[config.mk]
export PLATFORM = sky130hd
export DESIGN_NAME = noc_packet_sender_flat
export DESIGN_NICKNAME = d
export VERILOG_FILES = /design/src/rtl/noc_packet_sender_pkg.sv /design/src/rtl/noc_packet_sender_if.sv /design/src/rtl/noc_packet_sender_out_reg.sv /design/src/rtl/noc_packet_sender.sv /design/src/flat_wrapper.sv
export SDC_FILE = /design/constraint.sdc
export NUM_CORES = 1
export LEC_CHECK = 0
export BUFFER_PORTS_ARGS = -buffer_cell sky130_fd_sc_hd__buf_2
export CAP_MARGIN = 20
export CORE_MARGIN = 2
export CORE_UTILIZATION = 53
export DETAILED_ROUTE_END_ITERATION = 7
export GPL_ROUTABILITY_DRIVEN = 0
export GPL_TIMING_DRIVEN = 1
export PLACE_DENSITY = 0.81
export SETUP_SLACK_MARGIN = 0.3
export SYNTH_ARGS = -nofsm -noshare
export SYNTH_HDL_FRONTEND = slang
export SYNTH_SLANG_ARGS = --single-unit
[constraint.sdc]
create_clock -name noc_clk -period 2.9 [get_ports noc_clk]
set_clock_uncertainty 0.15 [all_clocks]
set_input_delay 0.145 -clock noc_clk [delete_from_list [all_inputs] [get_ports noc_clk]]
set_output_delay 0.145 -clock noc_clk [all_outputs]
set_load 0.005 [all_outputs]
[src/rtl/noc_packet_sender_pkg.sv]
// Shared NoC parameters and types for the packet sender: flit layout and
// sender FSM encoding.
package Noc_parameters;

    localparam int Noc_VC_Channel = 2;
    localparam int Noc_Data_Width = 32;
    localparam int Noc_Dest_Width = 8;
    localparam int Noc_Len_Width  = 8;

    typedef enum logic [1:0] {
        ST_IDLE = 2'd0,
        ST_HEAD = 2'd1,
        ST_BODY = 2'd2
    } sender_state_e;

    // Flit layout: head flag in the MSB, tail flag below it, payload in the rest.
    typedef struct packed {
        logic                      head;
        logic                      tail;
        logic [Noc_Data_Width-3:0] data;
    } noc_flit_t;

endpackage

[src/rtl/noc_packet_sender_if.sv]
// Flit link between a sender and one router input port, with one valid/ready
// pair and one almost-full indication per virtual channel.
interface Noc_flit_interface
    import Noc_parameters::*;
#(
    parameter int CHANNELS   = Noc_VC_Channel,
    parameter int FLIT_WIDTH = Noc_Data_Width
);

    // Handshake: a flit moves on VC v in any cycle where valid[v] and ready[v]
    // are both high at the rising clock edge. Once valid[v] rises, valid and
    // flit stay stable until that transfer; ready may change freely. vc_ready[v]
    // reports that VC v's FIFO is below its almost-full threshold.
    logic [CHANNELS-1:0]   valid;
    logic [CHANNELS-1:0]   ready;
    logic [CHANNELS-1:0]   vc_ready;
    logic [FLIT_WIDTH-1:0] flit [1];

    modport sender (
        output valid,
        output flit,
        input  ready,
        input  vc_ready
    );

    modport receiver (
        input  valid,
        input  flit,
        output ready,
        output vc_ready
    );

endinterface

[src/rtl/noc_packet_sender_out_reg.sv]
// Single-entry flit output register. A flit loaded while the register is empty
// is presented in the same cycle and only stored if it is not taken at once.
module noc_flit_out_reg #(
    parameter int WIDTH = 32
) (
    input  logic             clk_i,
    input  logic             rst_ni,
    input  logic             clear_i,
    input  logic             load_i,
    input  logic [WIDTH-1:0] flit_i,
    input  logic             accept_i,
    output logic             valid_o,
    output logic             full_o,
    output logic [WIDTH-1:0] flit_o
);

    logic             full_q, full_d;
    logic [WIDTH-1:0] flit_q, flit_d;

    assign valid_o = full_q | load_i;
    assign full_o  = full_q;
    assign flit_o  = full_q ? flit_q : (load_i ? flit_i : '0);

    // The caller only loads when the register is empty or draining this cycle.
    always_comb begin
        full_d = full_q;
        flit_d = flit_q;
        if (clear_i) begin
            full_d = 1'b0;
        end else if (full_q) begin
            if (accept_i) begin
                full_d = load_i;
                if (load_i) begin
                    flit_d = flit_i;
                end
            end
        end else if (load_i && !accept_i) begin
            full_d = 1'b1;
            flit_d = flit_i;
        end
    end

    always_ff @(posedge clk_i or negedge rst_ni) begin
        if (!rst_ni) begin
            full_q <= 1'b0;
            flit_q <= '0;
        end else begin
            full_q <= full_d;
            flit_q <= flit_d;
        end
    end

endmodule

[src/rtl/noc_packet_sender.sv]
// Packet-to-flit transmitter: turns a descriptor plus payload stream into a
// head/body/tail wormhole packet on one virtual channel of a router port.
module noc_packet_sender
    import Noc_parameters::*;
#(
    parameter int  CHANNELS   = Noc_VC_Channel,
    parameter int  FLIT_WIDTH = Noc_Data_Width,
    parameter int  DEST_WIDTH = Noc_Dest_Width,
    parameter int  LEN_WIDTH  = Noc_Len_Width,
    localparam int VC_W       = (CHANNELS > 1) ? $clog2(CHANNELS) : 1,
    localparam int PW         = FLIT_WIDTH - 2
) (
    input  logic                  noc_clk,
    input  logic                  noc_rst_n,
    input  logic                  i_clear,
    input  logic                  i_pkt_valid,
    output logic                  o_pkt_ready,
    input  logic [DEST_WIDTH-1:0] i_pkt_dest,
    input  logic [VC_W-1:0]       i_pkt_vc,
    input  logic [LEN_WIDTH-1:0]  i_pkt_len,
    input  logic                  i_data_valid,
    output logic                  o_data_ready,
    input  logic [PW-1:0]         i_data,
    Noc_flit_interface.sender     sender_if,
    output logic                  o_busy,
    output logic [15:0]           o_pkt_count,
    output sender_state_e         o_state
);

    sender_state_e         state_q, state_d;
    logic [DEST_WIDTH-1:0] dest_q, dest_d;
    logic [VC_W-1:0]       vc_q, vc_d;
    logic [LEN_WIDTH-1:0]  len_q, len_d;
    logic [LEN_WIDTH-1:0]  rem_q, rem_d;
    logic [15:0]           pkt_count_q, pkt_count_d;

    logic [VC_W-1:0]       pkt_vc_sel;
    logic [PW-1:0]         head_payload;
    logic [FLIT_WIDTH-1:0] head_flit, body_flit, load_flit, out_flit;
    logic                  head_load, body_load, load;
    logic                  out_valid, out_full, out_ready, out_vc_ready;
    logic                  out_xfer, out_tail;

    // Out-of-range VC numbers fold onto VC 0.
    assign pkt_vc_sel   = (int'(i_pkt_vc) < CHANNELS) ? i_pkt_vc : '0;

    assign head_payload = PW'({len_q, dest_q});
    assign head_flit    = {1'b1, (len_q == '0), head_payload};
    assign body_flit    = {1'b0, (rem_q == LEN_WIDTH'(1)), i_data};

    assign out_ready    = sender_if.ready[vc_q];
    assign out_vc_ready = sender_if.vc_ready[vc_q];
    assign out_xfer     = out_valid & out_ready;
    assign out_tail     = out_flit[FLIT_WIDTH-2];

    // vc_ready gates only the head; body flits hold the VC and follow ready.
    assign head_load    = (state_q == ST_HEAD) && !out_full && out_vc_ready && !i_clear;
    assign o_data_ready = (state_q == ST_BODY) && (rem_q != '0) &&
                          (!out_full || out_ready) && !i_clear;
    assign body_load    = o_data_ready && i_data_valid;
    assign load         = head_load | body_load;
    assign load_flit    = head_load ? head_flit : body_flit;

    assign o_pkt_ready  = (state_q == ST_IDLE) && !i_clear;
    assign o_busy       = (state_q != ST_IDLE);
    assign o_pkt_count  = pkt_count_q;
    assign o_state      = state_q;

    assign sender_if.valid   = {CHANNELS{out_valid}} & (CHANNELS'(1) << vc_q);
    assign sender_if.flit[0] = out_flit;

    noc_flit_out_reg #(
        .WIDTH (FLIT_WIDTH)
    ) u_out_reg (
        .clk_i    (noc_clk),
        .rst_ni   (noc_rst_n),
        .clear_i  (i_clear),
        .load_i   (load),
        .flit_i   (load_flit),
        .accept_i (out_ready),
        .valid_o  (out_valid),
        .full_o   (out_full),
        .flit_o   (out_flit)
    );

    always_comb begin
        state_d     = state_q;
        dest_d      = dest_q;
        vc_d        = vc_q;
        len_d       = len_q;
        rem_d       = rem_q;
        pkt_count_d = pkt_count_q;

        case (state_q)
            ST_IDLE: begin
                if (i_pkt_valid && o_pkt_ready) begin
                    dest_d  = i_pkt_dest;
                    vc_d    = pkt_vc_sel;
                    len_d   = i_pkt_len;
                    rem_d   = i_pkt_len;
                    state_d = ST_HEAD;
                end
            end
            ST_HEAD: begin
                if (out_xfer) begin
                    state_d = (len_q == '0) ? ST_IDLE : ST_BODY;
                end
            end
            ST_BODY: begin
                if (body_load) begin
                    rem_d = rem_q - LEN_WIDTH'(1);
                end
                if (out_xfer && out_tail) begin
                    state_d = ST_IDLE;
                end
            end
            default: state_d = ST_IDLE;
        endcase

        if (out_xfer && out_tail && !i_clear) begin
            pkt_count_d = pkt_count_q + 16'd1;
        end

        // Abort wins over every handshake seen in the same cycle.
        if (i_clear) begin
            state_d = ST_IDLE;
        end
    end

    always_ff @(posedge noc_clk or negedge noc_rst_n) begin
        if (!noc_rst_n) begin
            state_q     <= ST_IDLE;
            dest_q      <= '0;
            vc_q        <= '0;
            len_q       <= '0;
            rem_q       <= '0;
            pkt_count_q <= '0;
        end else begin
            state_q     <= state_d;
            dest_q      <= dest_d;
            vc_q        <= vc_d;
            len_q       <= len_d;
            rem_q       <= rem_d;
            pkt_count_q <= pkt_count_d;
        end
    end

endmodule

[src/flat_wrapper.sv]
// flat-port wrapper written by rule: the top's interface ports become plain ports
module noc_packet_sender_flat import Noc_parameters::*;
#(
    parameter int  CHANNELS   = Noc_VC_Channel,
    parameter int  FLIT_WIDTH = Noc_Data_Width,
    parameter int  DEST_WIDTH = Noc_Dest_Width,
    parameter int  LEN_WIDTH  = Noc_Len_Width,
    localparam int VC_W       = (CHANNELS > 1) ? $clog2(CHANNELS) : 1,
    localparam int PW         = FLIT_WIDTH - 2
)
  (noc_clk, noc_rst_n, i_clear, i_pkt_valid, o_pkt_ready, i_pkt_dest, i_pkt_vc, i_pkt_len, i_data_valid, o_data_ready, i_data, o_busy, o_pkt_count, o_state, sender_if_valid, sender_if_flit, sender_if_ready, sender_if_vc_ready);
  Noc_flit_interface #(.CHANNELS(CHANNELS), .FLIT_WIDTH(FLIT_WIDTH)) sender_if_i ();
  input  logic noc_clk;
  input  logic noc_rst_n;
  input  logic i_clear;
  input  logic i_pkt_valid;
  output logic o_pkt_ready;
  input  logic [DEST_WIDTH-1:0] i_pkt_dest;
  input  logic [VC_W-1:0] i_pkt_vc;
  input  logic [LEN_WIDTH-1:0] i_pkt_len;
  input  logic i_data_valid;
  output logic o_data_ready;
  input  logic [PW-1:0] i_data;
  output logic o_busy;
  output logic [15:0] o_pkt_count;
  output sender_state_e o_state;
  output wire logic [$bits(sender_if_i.valid)-1:0] sender_if_valid;
  output wire logic [$bits(sender_if_i.flit)-1:0] sender_if_flit;
  input wire logic [$bits(sender_if_i.ready)-1:0] sender_if_ready;
  input wire logic [$bits(sender_if_i.vc_ready)-1:0] sender_if_vc_ready;
  assign sender_if_valid = sender_if_i.valid;
  assign sender_if_flit = {>>{sender_if_i.flit}};
  assign sender_if_i.ready = sender_if_ready;
  assign sender_if_i.vc_ready = sender_if_vc_ready;
  noc_packet_sender #(.CHANNELS(CHANNELS), .FLIT_WIDTH(FLIT_WIDTH), .DEST_WIDTH(DEST_WIDTH), .LEN_WIDTH(LEN_WIDTH)) u_core (.noc_clk(noc_clk), .noc_rst_n(noc_rst_n), .i_clear(i_clear), .i_pkt_valid(i_pkt_valid), .o_pkt_ready(o_pkt_ready), .i_pkt_dest(i_pkt_dest), .i_pkt_vc(i_pkt_vc), .i_pkt_len(i_pkt_len), .i_data_valid(i_data_valid), .o_data_ready(o_data_ready), .i_data(i_data), .sender_if(sender_if_i), .o_busy(o_busy), .o_pkt_count(o_pkt_count), .o_state(o_state));
endmodule
==> metrics.md <==
| Metric | Value |
|---|---|
| R2R depth | `7` |
| Post-synthesis sequential area ratio | `47.0%` |
| Syn Area/Cell | `9.90 um^2` |
| Clk sink count | `76` |
| Final WS setup | `319 ps` |
| Nets | `628` |
| Yosys reg bits | `76` |
| Power per Cell Area | `538 mW/mm^2` |
| Final worst-path cycle share | `89.0%` |
| Worst slew pin tran | `956 ps` |
| Async SR Flop Fraction | `100%` |
| Worst slack, placed | `319 ps` |
| Worst path max stage delay | `400 ps` |
| Minimum clock period | `2580 ps` |
| Final Util | `75.1%` |
| Initial Util | `55.2%` |
| Ratio of cells with drive above 1 in the final layout | `32.5%` |
| Yosys cell types | `48` |
| Status | `finished, final reports clean` |
| Final wirelength | `11500 um` |
| Final Setup Violations | `0` |
| Syn_nets | `469` |
| Row count | `31` |
| H-Tree Level Count | `3` |
| Inserted Clock Buffers | `9` |
| Worst-path cell chain | `inv_2, ha_4, nor3b_2, a22o_1, nor2_4, clkbuf_16, a22oi_1, o21ai_0, buf_2` |
| WP data arrival | `2290 ps` |
| CP startpoint | `u_core.rem_q[0]` |
| Post-synthesis cell count | `409` |
| Antenna violations before repair | `0` |
| CP required | `2610 ps` |
| Ant. Diodes | `0` |
| Post-DP HPWL | `6960 um` |
| Via Count | `3927` |
| Die W | `91.4 um` |
| Post-route insts no fill | `671` |
| Startpoint Class | `flop` |
| HP Class | `input pin to flop` |
| Grt ovf | `0` |
| Antenna viol nets, final | `0` |
| Max Clk Rate | `0.387 GHz` |
| DP Cell Count | `600` |
| Crit-path max FO | `15` |
| Detailed-route DRC error count | `0` |
| Vias per inst | `5.85` |
| Cell Area, Synth | `0.00405 mm^2` |
| Total GRT Usage | `26.5%` |
| Reg2reg start | `u_core.rem_q[0]` |
| Largest net degree at the start of global routing | `77` |
| CP Capture Point | `sender_if_flit[13]` |
| Ys flop type | `dfrtp_1` |
| Clock transition at path regs | `80 ps` |
| Drt pass-1 iters | `5` |
| Die Area | `0.00835 mm^2` |
| Synth warn | `0` |
| Max_slew headroom | `36.3%` |
| Slowest-stage cell, CP | `dfrtp_1` |
| Fin. max-slew vios | `0` |
| RSZ-0062 raised after global routing | `true` |
| Die Span Y | `91.4 um` |
| Core ar. | `0.00733 mm^2` |
| Leakage power | `2.50 nW` |
| Reg2reg end | `u_core.u_out_reg.flit_q[30]` |
| Area Growth Syn to Fin | `36.0%` |
| DR iter-0 viols | `283` |
| Worst setup EP type | `primary output` |
| Max VDD drop | `0.342 mV` |
| EDFF count, synth | `0` |
| Drt wl/cell | `17.1 um` |
| Hold WS | `20.5 ps` |
| Fill count | `497` |
| WS Path Type | `flop to primary output` |
| Max Cap Viol | `0` |
| Hold depth | `3` |
| Vias in the first global route | `3771` |
| Count of final hold-check violations | `0` |
| Final TNS setup | `0 ps` |
| Clock tree buffer depth | `2` |
| I/O Pins | `111` |
| First-pass GRT wire length | `17700 um` |
| Flop2flop setup slack | `480 ps` |
| Clock latency on the worst-skew pair | `350 ps` |
| CTS tree | `yes` |
| PortBufs | `110` |
| Root Buffer | `clkbuf_8` |
[cell usage in the layout, fill, tap and decap left out, types with 15 or more instances in the layout]
cell	instances
buf_2	109
dfrtp_1	75
nand2_1	72
dlygate4sd3_1	49
o21ai_0	37
o22ai_1	20
a22oi_1	18
mux2_2	17
a22o_1	15
buf_4	15
[sequential cells by signal, indices dropped and copies added (netlist names)]
name and count:
u_core.rem_q 8, u_core.u_out_reg.flit_q 32, u_core.dest_q 8, u_core.len_q 8, u_core.u_out_reg.full_o 1, u_core.o_pkt_count 16
u_core.o_state 2, u_core.vc_q 1
[power by group]
group          switching, mW  internal (mW)  total (mW)  leakage, nW
clock                  0.395          0.415       0.811       0.0914
combinational          0.275          0.391       0.666         1.46
sequential             0.205           1.28        1.48        0.950
total                  0.876           2.09        2.96         2.50
[cell families (layout without fill, tap and decap cells)]
family	count (synthesis)	count (layout)	share of synthesized area (%)
muxes	20	20	5.47
DFF	76	76	47.0
xor gates and xnor gates	15	15	3.25
buffers and inverters	32	195	4.11
adders and majority gates	4	4	1.24
and+or+nand+nor	134	134	16.0
AOI/OAI and AO/OA	128	128	23.0
[area by class of cell]
| cell class | count | area [um^2] | area share (%) |
|---|---|---|---|
| Clock buffer | 11 | 141 | 2.57 |
| Clock inverter | 4 | 50.0 | 0.909 |
| Inverter | 3 | 11.3 | 0.205 |
| Multi-Input combinational cell | 301 | 2030 | 36.9 |
| Sequential cell | 76 | 1900 | 34.6 |
| Tap cell | 99 | 124 | 2.25 |
| Timing Repair Buffer | 177 | 1240 | 22.6 |
[synth_stat cells, types with 4 or more instances]
master | n | share of area, %
o22ai_1 | 20 | 3.1
or3_1 | 4 | 0.62
nor4_1 | 7 | 1.1
nor3_1 | 5 | 0.62
and3_1 | 6 | 0.93
mux2_2 | 17 | 4.7
dfrtp_1 | 76 | 47
a21oi_1 | 8 | 0.99
a2bb2oi_2 | 10 | 3.7
xnor2_1 | 9 | 1.9
clkbuf_1 | 15 | 1.4
ha_1 | 4 | 1.2
a22o_1 | 15 | 3.2
xor2_1 | 6 | 1.3
a22oi_1 | 18 | 3.3
a2bb2oi_1 | 6 | 1.3
o21ai_0 | 39 | 4.8
nand3_1 | 4 | 0.49
nand4_1 | 4 | 0.62
buf_2 | 9 | 1.1
nor2_1 | 11 | 1.0
nor3b_1 | 4 | 0.74
nand2_1 | 72 | 6.7
[timing repair]
item / 4_1_cts / 5_1_grt
hold endpoints to repair: 124 / 0
hold buffers: 49 / 0
setup buffers: 0 / 4
endpoints found under the setup margin: 0 / 45
resized for setup: 0 / 12
[worst max-delay path, delay by kind of cell (launching register included)]
family / cells / cell delay (ps)
AND/OR/NAND/NOR: 2 / 400
buffers and inverters: 3 / 460
adder cells (fa/ha/maj): 1 / 160
AO/OA/AOI/OAI: 3 / 500
flip-flops: 1 / 400
[through the flow]
step	power, mW	instance area [um^2]
after CTS	2.91	5360
final	2.96	5500
after detailed placement	2.05	4670
after global routing	3.10	5500
after global placement	2.01	4670
after floorplan	1.84	4050
[metal layers]
metal,track usage [%],vias to the layer above,routed length [um]
met5,0,-,0
met4,13.0,0,308
met3,4.73,33,521
met2,43.5,138,5880
met1,33.8,1940,4780
li1,-,1816,-
[worst min-delay path by stage]
stage / from / slack (ps) / to
3_5_place_dp: noc_rst_n / 200 / u_core.o_pkt_count[13]
6_report: i_data[0] / 20 / u_core.u_out_reg.flit_q[0]
5_1_grt: i_data[0] / 10 / u_core.u_out_reg.flit_q[0]
4_1_cts: i_data[0] / 1 / u_core.u_out_reg.flit_q[0]
3_3_place_gp: noc_rst_n / 200 / u_core.o_pkt_count[12]
2_1_floorplan: noc_rst_n / -300 / u_core.dest_q[0]
No activity file was read; power rests on OpenSTA's default activity.
